## src/rtl/d7s_scan_ctrl.sv

```systemverilog
// Three-digit seven-segment controller: 8-bit binary to BCD (shift-add-3, one step per cycle) plus digit scan.
// Optional macro LEADING_ZERO_BLANK_EN blanks leading zero hundreds/tens digits.
module d7s_scan_ctrl #(
    parameter int SCAN_DIV = 50000
) (
    input  logic        clk,
    input  logic        reset,
    input  logic [7:0]  value_in,
    input  logic        load,
    output logic        busy,
    output logic        done,
    output logic [11:0] bcd,
    output logic [6:0]  seg,
    output logic [2:0]  an
);

    localparam int SCAN_W = (SCAN_DIV > 1) ? $clog2(SCAN_DIV) : 1;
    localparam logic [SCAN_W-1:0] SCAN_LAST = SCAN_W'(SCAN_DIV - 1);

    typedef enum logic {
        IDLE,
        CONV
    } state_t;

    state_t             state_q, state_d;
    logic [7:0]         shift_q, shift_d;
    logic [11:0]        scratch_q, scratch_d;
    logic [2:0]         step_q, step_d;
    logic [11:0]        bcd_q, bcd_d;
    logic               done_q, done_d;
    logic [SCAN_W-1:0]  scan_cnt_q, scan_cnt_d;
    logic [1:0]         digit_idx_q, digit_idx_d;

    logic [11:0]        adj;
    logic [19:0]        shifted;

    // Each BCD nibble that would overflow past 9 after doubling gets +3 first.
    generate
        for (genvar gi = 0; gi < 3; gi++) begin : g_add3
            assign adj[gi*4 +: 4] = (scratch_q[gi*4 +: 4] >= 4'd5) ?
                                    scratch_q[gi*4 +: 4] + 4'd3 :
                                    scratch_q[gi*4 +: 4];
        end
    endgenerate

    assign shifted = {adj, shift_q} << 1;

    always_ff @(posedge clk) begin
        if (reset) begin
            state_q     <= IDLE;
            shift_q     <= '0;
            scratch_q   <= '0;
            step_q      <= '0;
            bcd_q       <= '0;
            done_q      <= 1'b0;
            scan_cnt_q  <= '0;
            digit_idx_q <= '0;
        end else begin
            state_q     <= state_d;
            shift_q     <= shift_d;
            scratch_q   <= scratch_d;
            step_q      <= step_d;
            bcd_q       <= bcd_d;
            done_q      <= done_d;
            scan_cnt_q  <= scan_cnt_d;
            digit_idx_q <= digit_idx_d;
        end
    end

    always_comb begin
        state_d   = state_q;
        shift_d   = shift_q;
        scratch_d = scratch_q;
        step_d    = step_q;
        bcd_d     = bcd_q;
        done_d    = 1'b0;
        case (state_q)
            IDLE: begin
                if (load) begin
                    shift_d   = value_in;
                    scratch_d = '0;
                    step_d    = '0;
                    state_d   = CONV;
                end
            end
            CONV: begin
                scratch_d = shifted[19:8];
                shift_d   = shifted[7:0];
                step_d    = step_q + 3'd1;
                // Eighth shift: commit the finished digits directly from the shift path.
                if (step_q == 3'd7) begin
                    bcd_d   = shifted[19:8];
                    done_d  = 1'b1;
                    step_d  = '0;
                    state_d = IDLE;
                end
            end
            default: state_d = IDLE;
        endcase
    end

    always_comb begin
        scan_cnt_d  = scan_cnt_q + 1'b1;
        digit_idx_d = digit_idx_q;
        if (scan_cnt_q == SCAN_LAST) begin
            scan_cnt_d  = '0;
            digit_idx_d = (digit_idx_q == 2'd2) ? 2'd0 : digit_idx_q + 2'd1;
        end
    end

    function automatic logic [6:0] seg_decode(input logic [3:0] nib);
        logic [6:0] s;
        case (nib)
            4'd0:    s = 7'b1000000;
            4'd1:    s = 7'b1111001;
            4'd2:    s = 7'b0100100;
            4'd3:    s = 7'b0110000;
            4'd4:    s = 7'b0011001;
            4'd5:    s = 7'b0010010;
            4'd6:    s = 7'b0000010;
            4'd7:    s = 7'b1111000;
            4'd8:    s = 7'b0000000;
            4'd9:    s = 7'b0010000;
            default: s = 7'b1111111;
        endcase
        return s;
    endfunction

    logic [3:0] nibble;
    logic       blank;

    always_comb begin
        nibble = bcd_q[3:0];
        an     = 3'b111;
        blank  = 1'b0;
        case (digit_idx_q)
            2'd0: begin
                nibble = bcd_q[3:0];
                an     = 3'b110;
            end
            2'd1: begin
                nibble = bcd_q[7:4];
                an     = 3'b101;
`ifdef LEADING_ZERO_BLANK_EN
                blank  = (bcd_q[11:4] == 8'h00);
`endif
            end
            2'd2: begin
                nibble = bcd_q[11:8];
                an     = 3'b011;
`ifdef LEADING_ZERO_BLANK_EN
                blank  = (bcd_q[11:8] == 4'h0);
`endif
            end
            default: begin
                nibble = bcd_q[3:0];
                an     = 3'b111;
            end
        endcase
        seg = blank ? 7'b1111111 : seg_decode(nibble);
    end

    assign busy = (state_q == CONV);
    assign done = done_q;
    assign bcd  = bcd_q;

endmodule

```

## config.mk

```make
export PLATFORM = sky130hd
export DESIGN_NAME = d7s_scan_ctrl
export DESIGN_NICKNAME = d
export VERILOG_FILES = /design/src/rtl/d7s_scan_ctrl.sv
export SDC_FILE = /design/constraint.sdc
export NUM_CORES = 1
export LEC_CHECK = 0
export BUFFER_PORTS_ARGS = -buffer_cell sky130_fd_sc_hd__buf_2
export CELL_PAD_IN_SITES_DETAIL_PLACEMENT = 1
export CELL_PAD_IN_SITES_GLOBAL_PLACEMENT = 2
export CORE_MARGIN = 2
export CORE_UTILIZATION = 35
export CTS_CLUSTER_DIAMETER = 120
export DETAILED_ROUTE_END_ITERATION = 7
export HOLD_SLACK_MARGIN = 0.1
export PLACE_DENSITY_LB_ADDON = 0.3
export SYNTH_ARGS = -nofsm -noshare
export SYNTH_HDL_FRONTEND = slang
export SYNTH_SLANG_ARGS = --single-unit
```

## constraint.sdc

```tcl
create_clock -name clk -period 3 [get_ports clk]
set_input_delay 0.45 -clock clk [delete_from_list [all_inputs] [get_ports clk]]
set_output_delay 0.45 -clock clk [all_outputs]
set_load 0.005 [all_outputs]
```

== Yosys cells after proc, flatten, opt, wreduce, memory -nomap -nowiden ==
Memory sizes are Yosys's and may differ from the RTL's.
Cells that the tools add are included.

* Register bits: 55
* ROM bits: 112
* Input port bits: 11
* Output and inout port bits: 24
* Logic and storage cells: 45
* Memories: 1

{| class="wikitable"
|+ Memory list
! name !! depth !! bits a word !! read ports !! clocked after memory_dff !! wr ports !! RTL line !! source
|-
| (name not given) || 16 || 7 || 1 || 0 || 0 || 113 || <nowiki>case (nib)</nowiki>
|}

* Add/subtract/negate cells: 6
* Order comparisons: 3
* Equal/unequal tests: 5
* Multiplexer cells: 17
* Bitwise operators: 1
* Reductions and logical operators: 4

{| class="wikitable"
|+ Operators with widths
! operator !! number
|-
| $pmux W12 S2 || 1
|-
| $add A16 B1 Y16 const B || 1
|-
| $eq A16 B16 Y1 const B || 1
|-
| $pmux W8 S2 || 1
|-
| $ge A4 B3 Y1 const B || 3
|-
| $mux W12 || 1
|-
| $mux W3 || 3
|-
| $pmux W3 S3 || 1
|-
| $add A4 B2 Y4 const B || 2
|-
| $mux W4 || 2
|-
| $mux W8 || 1
|-
| $pmux W4 S2 || 1
|-
| $pmux W3 S2 || 1
|-
| $reduce_or A2 Y1 || 2
|-
| $add A3 B1 Y3 const B || 1
|-
| $add A3 B2 Y3 const B || 1
|-
| $eq A3 B3 Y1 const B || 1
|-
| $mux W1 || 3
|-
| $add A2 B1 Y2 const B || 1
|-
| $eq A2 B1 Y1 const B || 1
|-
| $eq A2 B2 Y1 const B || 1
|-
| $logic_not A2 Y1 || 1
|-
| $mux W2 || 1
|-
| $ne A2 B2 Y1 const B || 1
|-
| other kinds (3) || 3
|}

== Logic depth before layout (Yosys ltp) ==
Gate-level depths: netlist (run 1).

* Depth after elaboration: 3
* Mapped depth: 11
* Depth with buffers taken out: 10

== Worst setup path after synthesis (run 1) ==
OpenSTA, ideal clock, no wires.

* Path type: register to output
* Start: register digit_idx_q[0]
* End: output seg[6]
* Arrival time: 1791 ps
* Data required time: 2550 ps
* Path slack: 759 ps
* Stages on the path, launching flop included: 12
* Buffers on the path: 1
* Cells stage by stage: dfxtp_1 inv_1 ha_1 clkbuf_4 nor2_1 a21o_1 clkinv_2 ha_1 a211oi_1 a21oi_1 nor2_1 a31oi_1

* Longest elaborated chain between the ends: 3
* Elaborated cells between the ends (all ways): 4
* Classes of those cells: eq/ne (2); mux (1); memory (1)

{| class="wikitable"
|+ Ends and longest elaborated chain
! item !! RTL line !! source
|-
| start, declared || 32 || <nowiki>logic [1:0] digit_idx_q, digit_idx_d;</nowiki>
|-
| start signal, assigned || 66 || <nowiki>digit_idx_q <= digit_idx_d;</nowiki>
|-
| $eq A2 B2 Y1 / $eq A2 B1 Y1 (equally long branches) || 136 || <nowiki>case (digit_idx_q)</nowiki>
|-
| $pmux W4 S2 * || 136 ||
|-
| $mem_v2 Z16 W7 * || n/a ||
|-
| end, declared || 13 || <nowiki>output logic [6:0] seg,</nowiki>
|}

Mark *: on every way between the ends. The rest lies on a longest branch, timed or not.

== Worst setup path after layout (run 1) ==
* Start: register digit_idx_q[1]
* End: output seg[6]

Same word-level chain as after synthesis.

==> metrics.md, run 1 <==
| Metric | Value |
|---|---|
| CTS H-tree lvls | `2` |
| Clock slew seen by the registers of the worst setup and hold paths | `0.09 ns` |
| Hold bufs inserted after CTS | `0` |
| Die ar. | `8650 sq um` |
| Overall via count from detail_route | `2221` |
| All-layer global routing usage | `14.8%` |
| Total setup violations reported at the end of the flow | `0` |
| Total Neg Setup Slack | `0 ns` |
| Data required time at the worst endpoint | `2.55 ns` |
| Net Count, Synth | `346` |
| Reported max-cap violation count | `0` |
| Estimated wirelength of the detail-placed design | `4460 um` |
| Top Ports | `35` |
| Class of the worst hold path | `in2reg` |
| Final Util | `40.9%` |
| Number of routed nets with antenna violations | `0` |
| Slew headroom | `68.3%` |
| Max VDD drop | `0.173 mV` |
| Post-cts sizing count | `0` |
| GP Congestion | `0.740` |
| Post-CTS Setup Bufs | `0` |
| Fmax | `353 MHz` |
| Share of final-layout standard cells stronger than drive strength 1 | `18.3%` |
| Total core area | `7690 sq um` |
| Post-synthesis cell type count | `45` |
| Transition time at the pin with the least slew margin | `0.476 ns` |
| Count of routing violations after the opening detailed-route iteration | `44` |
| Via count of the first global-routing pass | `2184` |
| Worst setup skew after layout | `0.00487 ns` |
| GRT Residual Overflow | `0` |
| Horiz. Die Dim | `93.0 um` |
| Crit path arrival time | `2.38 ns` |
| Ant. Diodes | `0` |
| Port-buffer cells | `34` |
| CTS tree | `built` |
| Area Growth Syn to Fin | `13.4%` |
| RSZ-0062 raised after global routing | `no` |
| Most area-hungry cell type in the Yosys netlist | `sky130_fd_sc_hd__dfxtp_1` |
| Buffer depth of the longest clock path | `2` |
| Placed Instance Area | `3020 sq um` |
| Fillers | `954` |
| Sinks on Clock Net | `55` |
| Detailed-routing iteration count for the pre-antenna-repair pass | `4` |
| Clock insertion delay at the later pin of the skew report | `0.31 ns` |
| Initial cell density of the core | `36.1%` |
| NumNets Final | `377` |
| Initial antenna violation count | `0` |
| Worst-case hold slack | `0.420 ns` |
| Final hold violation count | `0` |
| First-pass GRT wire length | `10400 um` |
| Worst Setup Path Type | `reg2out` |
| Min cycle time layout | `2.83 ns` |
| Kind of launch point of the worst setup path | `flop` |
| Ranking of synthesized cells by area | `sky130_fd_sc_hd__dfxtp_1 (40%), sky130_fd_sc_hd__ha_1 (7.7%), sky130_fd_sc_hd__nor2_1 (6.6%)` |
| Number of warnings reported in the yosys synthesis log | `0` |
| Final cycle utilization of the critical path | `94.4%` |
| Root Buffer Master | `sky130_fd_sc_hd__clkbuf_8` |
| Vertical extent of the die | `93.0 um` |
| Final Cell Area | `3140 sq um` |
| Result of the run | `completed` |
| Gate Count Post-Synth | `318` |
| Area share of the largest cell type after synthesis | `39.7%` |
| Detailed-route vias per instance | `4.91` |
| Register area share after synthesis | `39.7%` |
| Row cnt | `32` |
| Post-detailed-route DRC marker count | `0` |
| Post-detailed-route wirelength per cell | `13.2 um` |
| Summed instance area of the synthesized netlist | `2770 sq um` |
| Crit end category | `primary output` |
| Total power per unit cell area | `427 nW/um^2` |
| Total CTS buffers | `5` |
| Pin count of the biggest net entering global routing | `27` |
| Average instance area after synthesis | `8.72 sq um` |
| Critical-path maximum fanout | `11` |
| Leakage power summed over all cells | `0.00131 uW` |
| Final slew viol count | `0` |
| Routed Wire Length | `5970 um` |
| Post-synthesis sequential element count | `55` |
## Yosys cell counts (all sizes together)
| library cell | n |
|---|---|
| a22oi | 4 |
| and4 | 1 |
| xor2 | 8 |
| or3 | 2 |
| nor4b | 1 |
| mux2i | 13 |
| clkbuf | 4 |
| a21oi | 34 |
| o21ai | 12 |
| nor2b | 1 |
| a21o | 5 |
| a211oi | 2 |
| a31oi | 2 |
| inv | 14 |
| ha | 17 |
| nand4 | 3 |
| and3 | 2 |
| nor3 | 8 |
| clkinv | 2 |
| buf | 10 |
| o32a | 1 |
| nor2 | 52 |
| or2 | 1 |
| nand2 | 15 |
| a22o | 7 |
| dfxtp | 55 |
| nand3 | 12 |
| nor3b | 13 |
| o31ai | 1 |
| nand2b | 6 |
| a32oi | 1 |
| xnor2 | 9 |
## state kept, by name, summed over array words and instances, names as in the netlist
| register | cells |
|---|---|
| done | 1 |
| bcd | 12 |
| digit_idx_q | 2 |
| step_q | 3 |
| shift_q | 8 |
| scratch_q | 12 |
| scan_cnt_q | 16 |
| busy | 1 |
## worst max-delay path: stages, from the launching register on
cell and delay, ns:
sky130_fd_sc_hd__dfxtp_1 0.37, sky130_fd_sc_hd__inv_1 0.11, sky130_fd_sc_hd__ha_2 0.47, sky130_fd_sc_hd__nor2_1 0.09, sky130_fd_sc_hd__a21oi_2 0.31, sky130_fd_sc_hd__ha_1 0.23, sky130_fd_sc_hd__a211oi_2 0.04, sky130_fd_sc_hd__a21oi_1 0.14
sky130_fd_sc_hd__nor2_1 0.05, sky130_fd_sc_hd__a31oi_1 0.14, sky130_fd_sc_hd__buf_2 0.13
## final cells by class
class                      count  area (sq um)  area share, %
clock buffer                   6          82.6           2.63
clock inverter                 2          35.0           1.11
inverter                      16          61.3           1.95
multi-input combinational    233          1530           48.8
sequential                    55          1100           35.1
tap                          102           128           4.06
timing repair buffer          38           200           6.37
## routing by layer
layer  GRT usage [%]  share of wire [%]  up-vias
met3            2.58                3.5        6
met4            4.41                1.2        0
met5               0                  0        -
li1                -                  -     1152
met1            19.8                 50     1032
met2            24.5                 45       31
## layout by cell type, fill, tap and decap left out, drive strengths merged
master,count
a211oi,2
a21o,5
a21oi,34
a22o,7
a22oi,4
a31oi,2
a32oi,1
and3,2
and4,1
buf,38
bufinv,1
clkbuf,6
clkinv,3
dfxtp,55
ha,17
inv,14
mux2i,13
nand2,15
nand2b,6
nand3,12
nand4,3
nor2,52
nor2b,1
nor3,8
nor3b,13
nor4b,1
o21ai,12
o31ai,1
o32a,1
or2,1
or3,2
xnor2,9
xor2,8
## through the flow
stage	setup slack, ns	cells	total power [uW]
5_1_grt	0.0272	452	1400
6_report	0.169	452	1340
3_5_place_dp	0.403	444	845
3_3_place_gp	0.518	444	843
2_1_floorplan	0.759	318	825
4_1_cts	0.0433	452	1360
## report_power, final
group,internal [uW],switching [uW],total (uW)
clock,270,244,514
combinational,29.1,45.2,74.4
sequential,742,9.77,752
total,1040,299,1340
## path summary, 6_finish.rpt
path              cells past startpoint  slack (ns)                         to                         from
hold / removal                        3        0.42    shift_q[0]$_SDFFE_PP0P_                  value_in[0]
hold reg to reg                       1        0.47   scan_cnt_q[0]$_SDFF_PP0_     scan_cnt_q[0]$_SDFF_PP0_
setup reg to reg                      7        1.36  scratch_q[2]$_SDFFE_PP0P_    scratch_q[1]$_SDFFE_PP0P_
setup / recovery                     10        0.17                     seg[6]  digit_idx_q[1]$_SDFFE_PP0N_
## cells by family (layout without fill, tap and decap cells)
| kind of cell | after synthesis | count (layout) | share of synthesized area, % |
|---|---|---|---|
| and+or+nand+nor | 117 | 117 | 21.7 |
| AOI/OAI and AO/OA | 69 | 69 | 15.7 |
| DFF | 55 | 55 | 39.7 |
| buffers and inverters | 30 | 62 | 5.23 |
| adders and majority gates | 17 | 17 | 7.67 |
| xor gates and xnor gates | 17 | 17 | 5.37 |
| muxes | 13 | 13 | 4.69 |
Note: power is estimated with default switching activity, not from simulation.
==> run 2: changes to the inputs <==
--- a/config.mk
+++ b/config.mk
@@ -13,7 +13,7 @@
 export CTS_CLUSTER_DIAMETER = 120
 export DETAILED_ROUTE_END_ITERATION = 7
 export HOLD_SLACK_MARGIN = 0.1
-export PLACE_DENSITY_LB_ADDON = 0.3
+export PLACE_DENSITY_LB_ADDON = 0.2
 export SYNTH_ARGS = -nofsm -noshare
 export SYNTH_HDL_FRONTEND = slang
 export SYNTH_SLANG_ARGS = --single-unit
==> run 2 against run 1 <==
Sequential power rose by 0.5%; final cell count unchanged; total power is 4.9% lower; highest routed layer unchanged; worst setup slack lost 0.044 ns; maximum frequency is 1.5% lower; first-iteration DRC count increased by 14%; core utilization shrank 0.15 points; largest power group unchanged; largest cell class unchanged.
==> metrics.md, run 2 (synthesized netlist as in run 1, its figures left out) <==
| Metric | Value |
|---|---|
| Total power per unit cell area | `407 nW/um^2 (was 427 nW/um^2)` |
| Fmax | `348 MHz (was 353 MHz)` |
| Post-detailed-route wirelength per cell | `13.7 um (was 13.2 um)` |
| GP Congestion | `0.799 (was 0.740)` |
| Total CTS buffers | `5 (unchanged)` |
| Critical-path maximum fanout | `11 (unchanged)` |
| Worst Setup Path Type | `reg2out (unchanged)` |
| Count of routing violations after the opening detailed-route iteration | `50 (was 44)` |
| Initial antenna violation count | `0 (unchanged)` |
| Die ar. | `8650 sq um (unchanged)` |
| Total setup violations reported at the end of the flow | `0 (unchanged)` |
| Min cycle time layout | `2.88 ns (was 2.83 ns)` |
| Transition time at the pin with the least slew margin | `0.914 ns (was 0.476 ns)` |
| Detailed-routing iteration count for the pre-antenna-repair pass | `4 (unchanged)` |
| Register-to-register path setup slack | `1.21 ns (was 1.36 ns)` |
| Initial cell density of the core | `36.1% (unchanged)` |
| Root Buffer Master | `sky130_fd_sc_hd__clkbuf_8 (unchanged)` |
| Final cycle utilization of the critical path | `95.9% (was 94.4%)` |
| Row cnt | `32 (unchanged)` |
| Most common library cell in the layout ignoring fill and taps | `sky130_fd_sc_hd__dfxtp_1 (unchanged)` |
| Result of the run | `completed (unchanged)` |
| Post-detailed-route DRC marker count | `0 (unchanged)` |
| Crit path arrival time | `2.43 ns (was 2.38 ns)` |
| Total core area | `7690 sq um (unchanged)` |
| Via count of the first global-routing pass | `2257 (was 2184)` |
| Clock slew seen by the registers of the worst setup and hold paths | `0.10 ns (was 0.09 ns)` |
| Total power | `1270 uW (was 1340 uW)` |
| Class of the worst hold path | `in2reg (unchanged)` |
| Routed Wire Length | `6200 um (was 5970 um)` |
| Final slew viol count | `0 (unchanged)` |
| NumNets Final | `377 (unchanged)` |
| Reported max-cap violation count | `0 (unchanged)` |
| Crit end category | `primary output (unchanged)` |
| Data required time at the worst endpoint | `2.55 ns (about the same)` |
| Detailed-route vias per instance | `5.02 (was 4.91)` |
| Worst setup skew after layout | `0.00439 ns (was 0.00487 ns)` |
| GRT Residual Overflow | `0 (unchanged)` |
| Number of routed nets with antenna violations | `0 (unchanged)` |
| Area Growth Syn to Fin | `13.0% (was 13.4%)` |
| Max VDD drop | `0.144 mV (was 0.173 mV)` |
| Worst-case hold slack | `0.424 ns (was 0.420 ns)` |
| Estimated wirelength of the detail-placed design | `4450 um (was 4460 um)` |
| All-layer global routing usage | `15.0% (was 14.8%)` |
| Clock insertion delay at the later pin of the skew report | `0.30 ns (was 0.31 ns)` |
| Register containing the most flip-flops in the final layout | `scan_cnt_q (unchanged)` |
| First-pass GRT wire length | `10600 um (was 10400 um)` |
| Horiz. Die Dim | `93.0 um (unchanged)` |
| Final hold violation count | `0 (unchanged)` |
| Ant. Diodes | `0 (unchanged)` |
| Overall via count from detail_route | `2271 (was 2221)` |
| Pin count of the biggest net entering global routing | `30 (was 27)` |
| Kind of launch point of the worst setup path | `flop (unchanged)` |
| CTS tree | `built (unchanged)` |
| Slew headroom | `39.0% (was 68.3%)` |
| Port-buffer cells | `34 (unchanged)` |
| Flip-flop count of the largest register, all copies and words added | `16 (unchanged)` |
| Buffer depth of the longest clock path | `2 (unchanged)` |
| Top Ports | `35 (unchanged)` |
| Vertical extent of the die | `93.0 um (unchanged)` |
| Share of final-layout standard cells stronger than drive strength 1 | `17.7% (was 18.3%)` |
| Sinks on Clock Net | `55 (unchanged)` |
| Leakage power summed over all cells | `0.00130 uW (was 0.00131 uW)` |
| Most frequent cells in the layout | `sky130_fd_sc_hd__dfxtp_1 (55), sky130_fd_sc_hd__nor2_1 (49), sky130_fd_sc_hd__buf_2 (34), sky130_fd_sc_hd__a21oi_1 (32), sky130_fd_sc_hd__ha_1 (16) (was sky130_fd_sc_hd__dfxtp_1 (54), sky130_fd_sc_hd__nor2_1 (49), sky130_fd_sc_hd__buf_2 (34), sky130_fd_sc_hd__a21oi_1 (32), sky130_fd_sc_hd__ha_1 (16))` |
| CTS H-tree lvls | `2 (unchanged)` |
-- run 2: changes by cell type in the layout (fill, tap and decap cells not counted) --
cell / before / now
sky130_fd_sc_hd__bufinv_16: 1 / 0
sky130_fd_sc_hd__dfxtp_2: 1 / 0
sky130_fd_sc_hd__dfxtp_1: 54 / 55
sky130_fd_sc_hd__a21oi_2: 2 / 1
sky130_fd_sc_hd__a21oi_4: 0 / 1
sky130_fd_sc_hd__clkbuf_8: 6 / 7
sky130_fd_sc_hd__clkinv_2: 2 / 1
sky130_fd_sc_hd__clkbuf_1: 0 / 1
-- run 2: timing repair --
item / in CTS / in global routing
hold buffers: 0 / 0
hold endpoints to repair: 0 / 0
buffers inserted: 0 / 1
resized for setup: 0 / 3
endpoints found under the setup margin: 0 / 3
-- run 2: final timing paths --
check	startpoint	endpoint	cells past startpoint
max	digit_idx_q[0]$_SDFFE_PP0N_	seg[6]	10
min	value_in[0]	shift_q[0]$_SDFFE_PP0P_	3
max reg2reg	busy$_SDFF_PP0_	scratch_q[7]$_SDFFE_PP0P_	4
min reg2reg	scan_cnt_q[0]$_SDFF_PP0_	scan_cnt_q[0]$_SDFF_PP0_	1
-- run 2: per-stage QoR --
stage / cell area, sq um / instances / setup TNS, ns / setup slack [ns] / util, %
floorplan: 2770 / 318 / 0 / 0.759 / -
detailed placement: 3010 / 443 / 0 / 0.417 / 39.1
finish: 3130 / 452 / 0 / 0.124 / 40.7
CTS: 3110 / 451 / 0 / 0.0432 / 40.4
global placement: 3010 / 443 / 0 / 0.514 / 39.1
global route: 3130 / 452 / -0.0765 / -0.0765 / 40.7
-- run 2: critical path: stages (launching register included) --
cell and delay (ns):
sky130_fd_sc_hd__dfxtp_1 0.39, sky130_fd_sc_hd__inv_1 0.11, sky130_fd_sc_hd__ha_2 0.48, sky130_fd_sc_hd__nor2_1 0.11, sky130_fd_sc_hd__a21oi_4 0.23, sky130_fd_sc_hd__ha_1 0.23
sky130_fd_sc_hd__a211oi_2 0.06, sky130_fd_sc_hd__a21oi_1 0.18, sky130_fd_sc_hd__nor2_1 0.07, sky130_fd_sc_hd__a31oi_1 0.14, sky130_fd_sc_hd__buf_2 0.13
-- run 2: where the power goes --
part / switching, uW / internal [uW] / total, uW
Sequential: 14.4 / 742 / 756
Combinational: 40.6 / 28.1 / 68.7
Clock: 238 / 211 / 449
-- run 2: final cells by class --
class | instances | area (sq um)
well taps | 102 | 128
fillers | 945 | 4560
clock buffers | 8 | 100
inverters | 16 | 61.3
multi-input cells | 233 | 1540
repair buffers | 38 | 200
flip-flops and latches | 55 | 1100
-- run 2: metal layers --
| layer | wire length [um] | up-vias | GRT usage (%) | share of wire [%] |
|---|---|---|---|---|
| met5 | 0 | - | 0 | 0 |
| met4 | 57 | 0 | 3.68 | 0.92 |
| met3 | 221 | 4 | 2.66 | 3.6 |
| met2 | 2880 | 34 | 24.6 | 46 |
| met1 | 3040 | 1082 | 20.6 | 49 |
| li1 | - | 1151 | - | - |
==> run 3: changes to the inputs <==
--- a/config.mk
+++ b/config.mk
@@ -8,7 +8,7 @@
 export BUFFER_PORTS_ARGS = -buffer_cell sky130_fd_sc_hd__buf_2
 export CELL_PAD_IN_SITES_DETAIL_PLACEMENT = 1
 export CELL_PAD_IN_SITES_GLOBAL_PLACEMENT = 2
-export CORE_MARGIN = 2
+export CORE_MARGIN = 5
 export CORE_UTILIZATION = 35
 export CTS_CLUSTER_DIAMETER = 120
 export DETAILED_ROUTE_END_ITERATION = 7
@@ -17,3 +17,4 @@
 export SYNTH_ARGS = -nofsm -noshare
 export SYNTH_HDL_FRONTEND = slang
 export SYNTH_SLANG_ARGS = --single-unit
+export TNS_END_PERCENT = 50
==> constraint.sdc (replaced) <==
create_clock -name clk -period 3 [get_ports clk]
set_input_delay 0.15 -clock clk [delete_from_list [all_inputs] [get_ports clk]]
set_output_delay 0.15 -clock clk [all_outputs]
set_load 0.005 [all_outputs]
==> run 3 against run 2 <==
Non-clock buffer count fell by 1; maximum frequency rose by 9.6%; first-iteration DRC count fell by 46%; total power fell by 3.8%; clock skew rose by 0.0032 ns; final cell count fell by 0.22%; critical path depth rose by 1; flip-flop and latch count did not move; design area fell by 1.2%; sequential share of layout area rose by 0.44 points; sequential power fell by 0.8%; worst setup slack improved by 0.25 ns; critical path type unchanged; critical endpoint unchanged; largest cell class unchanged; highest routed layer unchanged.
==> metrics.md, run 3 (synthesized netlist as in run 1, its figures left out) <==
| Metric | Value |
|---|---|
| Total power per unit cell area | `397 nW/um^2 (was 407 nW/um^2)` |
| Fillers | `943 (was 945)` |
| Row cnt | `32 (unchanged)` |
| Routed Wire Length | `6090 um (was 6200 um)` |
| Pin count of the biggest net entering global routing | `30 (unchanged)` |
| Post-detailed-route DRC marker count | `0 (unchanged)` |
| Total CTS buffers | `5 (unchanged)` |
| Hold bufs inserted after CTS | `0 (unchanged)` |
| Total core area | `7730 sq um (was 7690 sq um)` |
| Most frequent cells in the layout | `sky130_fd_sc_hd__dfxtp_1 (55), sky130_fd_sc_hd__nor2_1 (49), sky130_fd_sc_hd__buf_2 (34), sky130_fd_sc_hd__a21oi_1 (32), sky130_fd_sc_hd__ha_1 (17) (was sky130_fd_sc_hd__dfxtp_1 (55), sky130_fd_sc_hd__nor2_1 (49), sky130_fd_sc_hd__buf_2 (34), sky130_fd_sc_hd__a21oi_1 (32), sky130_fd_sc_hd__ha_1 (16))` |
| Die ar. | `9800 sq um (was 8650 sq um)` |
| Result of the run | `completed (unchanged)` |
| Register containing the most flip-flops in the final layout | `scan_cnt_q (unchanged)` |
| Initial antenna violation count | `0 (unchanged)` |
| Slew headroom | `61.9% (was 39.0%)` |
| GP Congestion | `0.737 (was 0.799)` |
| Detailed-routing iteration count for the pre-antenna-repair pass | `4 (unchanged)` |
| CTS tree | `built (unchanged)` |
| Post-detailed-route wirelength per cell | `13.5 um (was 13.7 um)` |
| Crit path arrival time | `2.47 ns (was 2.43 ns)` |
| Part of the total power dissipated in the clock network | `32.7% (was 35.3%)` |
| CP Buf/Inv Count | `3 (was 2)` |
| Worst setup skew after layout | `0.00762 ns (was 0.00439 ns)` |
| Highest cell delay on the worst timing path | `0.45 ns (was 0.48 ns)` |
| Initial cell density of the core | `35.9% (was 36.1%)` |
| Multi-input gate area | `1530 sq um (was 1540 sq um)` |
| Critical-path maximum fanout | `11 (unchanged)` |
| Horiz. Die Dim | `99.0 um (was 93.0 um)` |
| NumNets Final | `376 (was 377)` |
| Reported max-cap violation count | `0 (unchanged)` |
| Clock slew seen by the registers of the worst setup and hold paths | `0.09 ns (was 0.10 ns)` |
| Number of routed nets with antenna violations | `0 (unchanged)` |
| Class of the worst hold path | `in2reg (unchanged)` |
| Critical path, cell by cell | `inv_1 > ha_1 > nor2_1 > a21o_1 > clkinv_2 > ha_1 > a211oi_1 > a21oi_1 > nor2_1 > a31oi_1 > buf_2 (was inv_1 > ha_2 > nor2_1 > a21oi_4 > ha_1 > a211oi_2 > a21oi_1 > nor2_1 > a31oi_1 > buf_2)` |
| Ant. Diodes | `0 (unchanged)` |
| Top Ports | `35 (unchanged)` |
| Vertical extent of the die | `99.0 um (was 93.0 um)` |
| CTS H-tree lvls | `2 (unchanged)` |
| Fmax | `381 MHz (was 348 MHz)` |
| Post-CTS Setup Bufs | `0 (unchanged)` |
| Crit end category | `primary output (unchanged)` |
| Share of final-layout standard cells stronger than drive strength 1 | `17.2% (was 17.7%)` |
| Data required time at the worst endpoint | `2.85 ns (was 2.55 ns)` |
| All-layer global routing usage | `13.0% (was 15.0%)` |
| Part of the total power dissipated in sequential elements | `61.1% (was 59.4%)` |
| Most common library cell in the layout ignoring fill and taps | `sky130_fd_sc_hd__dfxtp_1 (unchanged)` |
| Kind of launch point of the worst setup path | `flop (unchanged)` |
| CP max-delay cell | `sky130_fd_sc_hd__ha_1 (was sky130_fd_sc_hd__ha_2)` |
| Comb power frac | `6.2% (was 5.4%)` |
| Area Growth Syn to Fin | `11.6% (was 13.0%)` |
| Worst-case hold slack | `0.137 ns (was 0.424 ns)` |
| Sinks on Clock Net | `55 (unchanged)` |
| Min cycle time layout | `2.62 ns (was 2.88 ns)` |
| Transition time at the pin with the least slew margin | `0.571 ns (was 0.914 ns)` |
| Buffer depth of the longest clock path | `2 (unchanged)` |
| Area taken by flip-flops and latches | `1100 sq um (unchanged)` |
| GRT Residual Overflow | `0 (unchanged)` |
| Top cell family by delay on the critical path | `adder cells (unchanged)` |
| Post-cts sizing count | `0 (unchanged)` |
| Max VDD drop | `0.156 mV (was 0.144 mV)` |
| Design internal power | `931 uW (was 982 uW)` |
| Overall via count from detail_route | `2250 (was 2271)` |
| Worst Setup Path Type | `reg2out (unchanged)` |
| Net switching share of the total power | `24.1% (was 23.0%)` |
| Leakage power summed over all cells | `0.00129 uW (was 0.00130 uW)` |
| Final cycle utilization of the critical path | `87.4% (was 95.9%)` |
| Clock insertion delay at the later pin of the skew report | `0.31 ns (was 0.30 ns)` |
| Total Neg Setup Slack | `0 ns (unchanged)` |
| RSZ-0062 raised after global routing | `no` |
| Via count of the first global-routing pass | `2252 (was 2257)` |
| Flip-flop count of the largest register, all copies and words added | `16 (unchanged)` |
| Port-buffer cells | `34 (unchanged)` |
| Count of routing violations after the opening detailed-route iteration | `27 (was 50)` |
| Final slew viol count | `0 (unchanged)` |
| First-pass GRT wire length | `10600 um (about the same)` |
| Root Buffer Master | `sky130_fd_sc_hd__clkbuf_8 (unchanged)` |
| Estimated wirelength of the detail-placed design | `4500 um (was 4450 um)` |
| P_sw | `296 uW (was 293 uW)` |
| Total setup violations reported at the end of the flow | `0 (unchanged)` |
| Final hold violation count | `0 (unchanged)` |
| Detailed-route vias per instance | `4.99 (was 5.02)` |
run 3: cell count changes in the layout (fill, tap and decap cells not counted), sizes merged:
cell and delta:
buf -1, clkbuf -3, clkinv +3
run 3: area by class of cell:
cell class	count	share of cell area (%)
Clock buffer	5	2.22
Clock inverter	3	0.485
Inverter	16	1.98
Multi-Input combinational cell	233	49.4
Sequential cell	55	35.6
Tap cell	102	4.13
Timing Repair Buffer	37	6.23
run 3: final timing paths:
kind / start / endpoint / slack [ns] / cells past startpoint
worst max-delay path: digit_idx_q[0]$_SDFFE_PP0N_ / seg[6] / 0.38 / 11
worst min-delay path: value_in[0] / shift_q[0]$_SDFFE_PP0P_ / 0.14 / 3
worst min register to register: scan_cnt_q[0]$_SDFF_PP0_ / scan_cnt_q[0]$_SDFF_PP0_ / 0.46 / 1
worst max register to register: scratch_q[4]$_SDFFE_PP0P_ / scratch_q[6]$_SDFFE_PP0P_ / 1.34 / 7
run 3: power groups by stage:
stage | clock (uW) | combinational (uW) | sequential [uW]
3_3_place_gp | 0 | 75.3 | 767
5_1_grt | 452 | 87.7 | 752
2_1_floorplan | 0 | 59.2 | 765
4_1_cts | 428 | 77.2 | 750
3_5_place_dp | 0 | 77.1 | 767
6_report | 401 | 75.8 | 750
run 3: worst reg2reg max path: cells and delay by family, from the launching register on:
family / cells / cell delay [ns]
flops: 1 / 0.36
compound gates: 2 / 0.36
mux: 1 / 0.35
fa+ha+maj: 1 / 0.25
simple gates: 2 / 0.18
buf+inv: 1 / 0.10
run 3: per-layer routing:
layer / up-vias / wire length, um / track usage (%) / part of all wire [%]
li1: 1153 / - / - / -
met1: 1059 / 2960 / 17.0 / 49
met2: 31 / 2870 / 21.5 / 47
met3: 7 / 197 / 2.69 / 3.2
met4: 0 / 55 / 3.78 / 0.90
met5: - / 0 / 0 / 0
run 3: metrics by stage:
step                      total power, uW  utilization [%]  instances  setup slack (ns)  area [sq um]
after detailed placement              844             38.9        443             0.714          3010
final                                1230             40.0        451             0.377          3090
after global placement                842             38.9        443             0.798          3010
after CTS                            1260             40.0        451             0.360          3090
after global routing                 1290             40.0        451             0.170          3090
after floorplan                       825                -        318              1.06          2770
